## config.mk

```make
export PLATFORM = sky130hd
export DESIGN_NAME = bcd_to_bin
export DESIGN_NICKNAME = d
export VERILOG_FILES = /design/src/rtl/bcd_to_bin.sv
export SDC_FILE = /design/constraint.sdc
export NUM_CORES = 1
export LEC_CHECK = 0
export CAP_MARGIN = 30
export CORE_AREA = 8 8 66 68
export DETAILED_ROUTE_END_ITERATION = 12
export DIE_AREA = 0 0 74 76
export PLACE_DENSITY_LB_ADDON = 0.05
export SLEW_MARGIN = 20
export SYNTH_ARGS = -nofsm -noshare
export SYNTH_HDL_FRONTEND = slang
export SYNTH_SLANG_ARGS = --single-unit
```

## constraint.sdc

```tcl
create_clock -name clk -period 3.4 [get_ports clk]
set_input_delay 0.68 -clock clk [delete_from_list [all_inputs] [get_ports clk]]
set_output_delay 0.68 -clock clk [all_outputs]
set_load 0.005 [all_outputs]
```

## src/rtl/bcd_to_bin.sv

```systemverilog
// Sequential BCD-to-binary converter using reverse double-dabble.
// One bit of the binary result is shifted out of the BCD field per CONVERT cycle.
module bcd_to_bin #(
  parameter int DIGITS = 3,
  parameter int BIN_W  = 10
) (
  input  logic                  clk,
  input  logic                  rst,
  input  logic                  start,
  input  logic [4*DIGITS-1:0]   bcd_in,
  output logic [BIN_W-1:0]      bin_out,
  output logic                  busy,
  output logic                  done,
  output logic                  err
);

  localparam int BCD_W  = 4 * DIGITS;
  localparam int WORK_W = BCD_W + BIN_W;
  localparam int CNT_W  = $clog2(BIN_W + 1);

  typedef enum logic [1:0] {
    IDLE,
    CONVERT,
    DONE
  } state_t;

  state_t              r_state;
  state_t              w_state_nxt;
  logic [WORK_W-1:0]   r_work;
  logic [WORK_W-1:0]   w_work_step;
  logic [CNT_W-1:0]    r_cnt;
  logic                w_bcd_ok;
  logic                w_last;

  // True when every nibble of the packed field is a legal decimal digit.
  function automatic logic bcd_valid(input logic [BCD_W-1:0] v);
    logic ok;
    ok = 1'b1;
    for (int d = 0; d < DIGITS; d++) begin
      if (v[4*d +: 4] > 4'd9) ok = 1'b0;
    end
    return ok;
  endfunction

  // One reverse double-dabble iteration: shift right, then pull every digit
  // that received a carried-in half (>= 8) back into the 0-9 range.
  function automatic logic [WORK_W-1:0] dabble_step(input logic [WORK_W-1:0] w);
    logic [WORK_W-1:0] s;
    s = w >> 1;
    for (int d = 0; d < DIGITS; d++) begin
      if (s[BIN_W + 4*d +: 4] >= 4'd8)
        s[BIN_W + 4*d +: 4] = s[BIN_W + 4*d +: 4] - 4'd3;
    end
    return s;
  endfunction

  assign w_bcd_ok    = bcd_valid(bcd_in);
  assign w_work_step = dabble_step(r_work);
  assign w_last      = (r_cnt == CNT_W'(BIN_W - 1));

  assign busy = (r_state != IDLE);
  assign done = (r_state == DONE);

  always_ff @(posedge clk) begin
    if (rst) r_state <= IDLE;
    else     r_state <= w_state_nxt;
  end

  always_comb begin
    w_state_nxt = r_state;
    case (r_state)
      IDLE:    if (start) w_state_nxt = w_bcd_ok ? CONVERT : DONE;
      CONVERT: if (w_last) w_state_nxt = DONE;
      DONE:    w_state_nxt = IDLE;
      default: w_state_nxt = IDLE;
    endcase
  end

  // Results are only rewritten on completion so they hold between requests.
  always_ff @(posedge clk) begin
    if (rst) begin
      r_work  <= '0;
      r_cnt   <= '0;
      bin_out <= '0;
      err     <= 1'b0;
    end else begin
      case (r_state)
        IDLE: begin
          if (start) begin
            r_cnt <= '0;
            if (w_bcd_ok) begin
              r_work <= {bcd_in, {BIN_W{1'b0}}};
            end else begin
              r_work  <= '0;
              bin_out <= '0;
              err     <= 1'b1;
            end
          end
        end
        CONVERT: begin
          r_work <= w_work_step;
          r_cnt  <= r_cnt + 1'b1;
          if (w_last) begin
            bin_out <= w_work_step[BIN_W-1:0];
            err     <= 1'b0;
          end
        end
        default: ;
      endcase
    end
  end

endmodule

```

==> results.toml <==
[logic_synthesis]
synthFlopType = "dfxtp_1"
synth_area_um2 = 1760
yosys-top-cells-count = "dfxtp_1 (38), nor2_1 (26), a22o_1 (10), a22oi_1 (9), o21ai_0 (7)"
netlist.area_leader.share_pct = 43.3
synth-edff-count = 0
yosys.area.top_type = "dfxtp_1"
yosysMostFrequentCell = "dfxtp_1"
synth-seq-area-share_pct = 43.3
synthTopCellsByArea = "dfxtp_1 (43%), nor2_1 (5.6%), a221oi_2 (5.1%)"
ys_ff_latch = 38
syn_inst = 173
syn_nets = 194
syn_area_per_cell_um2 = 10.2
ys_warn_count = 0
yosysUniqueCellTypes = 40
synthArstFlopShare_pct = 0

[floorplan]
initial_utilization_pct = 51.1
core_um2 = 3440
fp.dieH_um = 76
die_area_um2 = 5620
rows = 22
die_x_um = 74
ios = 28

[job]
cap_violations = 0

[placement]
placed_cell_area_um2 = 2010
gp_congestion = 0.772
port_buffers = 27
dp_hpwl_mm = 2.63

[layout]
stdcell_area_um2 = 2120
multi_input_area_um2 = 885
register_area_um2 = 761
drive_above_1_share_pct = 14.6
insertedDiodeCount = 0
fillers = 300
syn_to_final_growth_pct = 20.4
final_util_pct = 61.5
nets = 218

[cts]
h-tree-depth = 2
clkSlewWorstSetupHoldPaths_ns = 0.12
postCtsSetupBuffers = 0
cts_buffers = 5
cts_buffer_depth = 2
cts_hold_buf = 0
cts_sinks = 38
clock-root-buffer = "clkbuf_4"
cts_resized = 0
clkLatencyLatePin_ns = 0.35
cts_tree = "built"

[pwr]
peakVddDrop_v = 0.000308
power_uw = 1020
p_leak_uw = 0.000806
cellPowerDensity_nw_per_um2 = 482

[sta]
clock_skew_ns = 0.00789
period_share_pct = 68.9
slew_headroom_pct = 46.5
slew_violations = 0
rsz0062_at_grt = "false"
setup_viol_count_final = 0
fin_crit_ns = 2.34
hold_violations = 0
worstMarginPinSlew_ns = 0.800
final.setup.tns_ns = 0
max_freq_mhz = 427

[routing]
vias = 1360
wirelength_mm = 3.89
ant_nets = 0
wire_per_inst_um = 15.8
drt_iter0_markers = 72
via_per_inst = 5.53
drc = 0
first_pass_iters = 4

[global_routing]
grt-ovfl-total = 0
grt_pass1_wl_mm = 6.50
grt_pass1_vias = 1335
antenna_found_initial = 0
grt_max_degree = 30
grt_usage_pct = 14.3

[run_status]
outcome = "finished, final reports clean"

[hold_path]
hp-class = "reg2reg"

[critical_path]
critPathMaxFanout = 9
worstPathArrival_ns = 1.66
crit_required_ns = 2.72
crit_type = "reg2out"
setup.worst_path.start_class = "flip-flop"
r2r_setup_slack_ns = 1.51
worstSetupEndpointType = "primary output"
layout make-up:
cell class	instances	share of cell area, %
multi-input combinational	118	41.8
sequential	38	35.9
timing repair buffer	28	13.1
clock inverter	2	2.84
tap	48	2.84
clock buffer	6	2.42
inverter	6	1.06
cells in the final DEF (no fill, tap or decap), types with 4 or more instances in the layout:
cell type         n
a221oi_2          6
dfxtp_1          38
nand2b_1          4
a211oi_2          4
a22o_1           10
clkbuf_4          5
clkdlybuf4s50_1  27
nand2_1           5
a221oi_1          4
inv_1             5
a21oi_1           5
o21ai_0           7
nor3_1            6
a22oi_1           9
nor2_1           26
ha_1              6
registers in the layout (all words and copies together) (netlist names):
signal,flops
r_work,21
bin_out,10
r_cnt,4
r_state,2
err,1
kinds of logic (layout without fill, tap and decap cells):
kind of cell | count (synthesis) | after routing | share of synthesized area [%]
AND/OR/NAND/NOR | 55 | 55 | 17.1
AO/OA/AOI/OAI | 53 | 53 | 27.0
flip-flops | 38 | 38 | 43.3
buffers and inverters | 17 | 42 | 6.40
XOR/XNOR | 4 | 4 | 1.99
adder cells (fa/ha/maj) | 6 | 6 | 4.27
report_power, final:
group / switching, µW / internal [µW] / total [µW]
Clock: 155 / 249 / 404
Sequential: 19.5 / 461 / 481
Combinational: 75.0 / 61.8 / 137
Total: 249 / 772 / 1020
layer usage:
layer	share of wire, %	track usage, %	routed length, µm
met1	48	17.8	1850
met5	0	0	0
met3	5.2	5.39	202
met2	46	22.4	1800
met4	0.87	3.60	34
critical path, cell delays in order (launching register included):
cell and delay (ns):
dfxtp_1 0.56, inv_2 0.14, nor2_1 0.11, clkdlybuf4s50_1 0.51
per-stage QoR:
step / hold WS [ns] / cells / worst slack (ns)
floorplan: 0.450 / 173 / 1.81
global placement: 0.456 / 238 / 1.01
detailed placement: 0.453 / 238 / 0.962
CTS: 0.492 / 246 / 1.03
global route: 0.516 / 246 / 0.966
finish: 0.490 / 246 / 1.06
final timing paths:
kind / startpoint / endpoint / depth (start not counted)
setup reg to reg: r_state[0] / r_cnt[3] / 4
hold reg to reg: bin_out[0] / bin_out[0] / 1
setup / recovery: r_state[1] / done / 3
hold / removal: bin_out[0] / bin_out[0] / 1
Note: power is estimated with default switching activity, not from simulation.
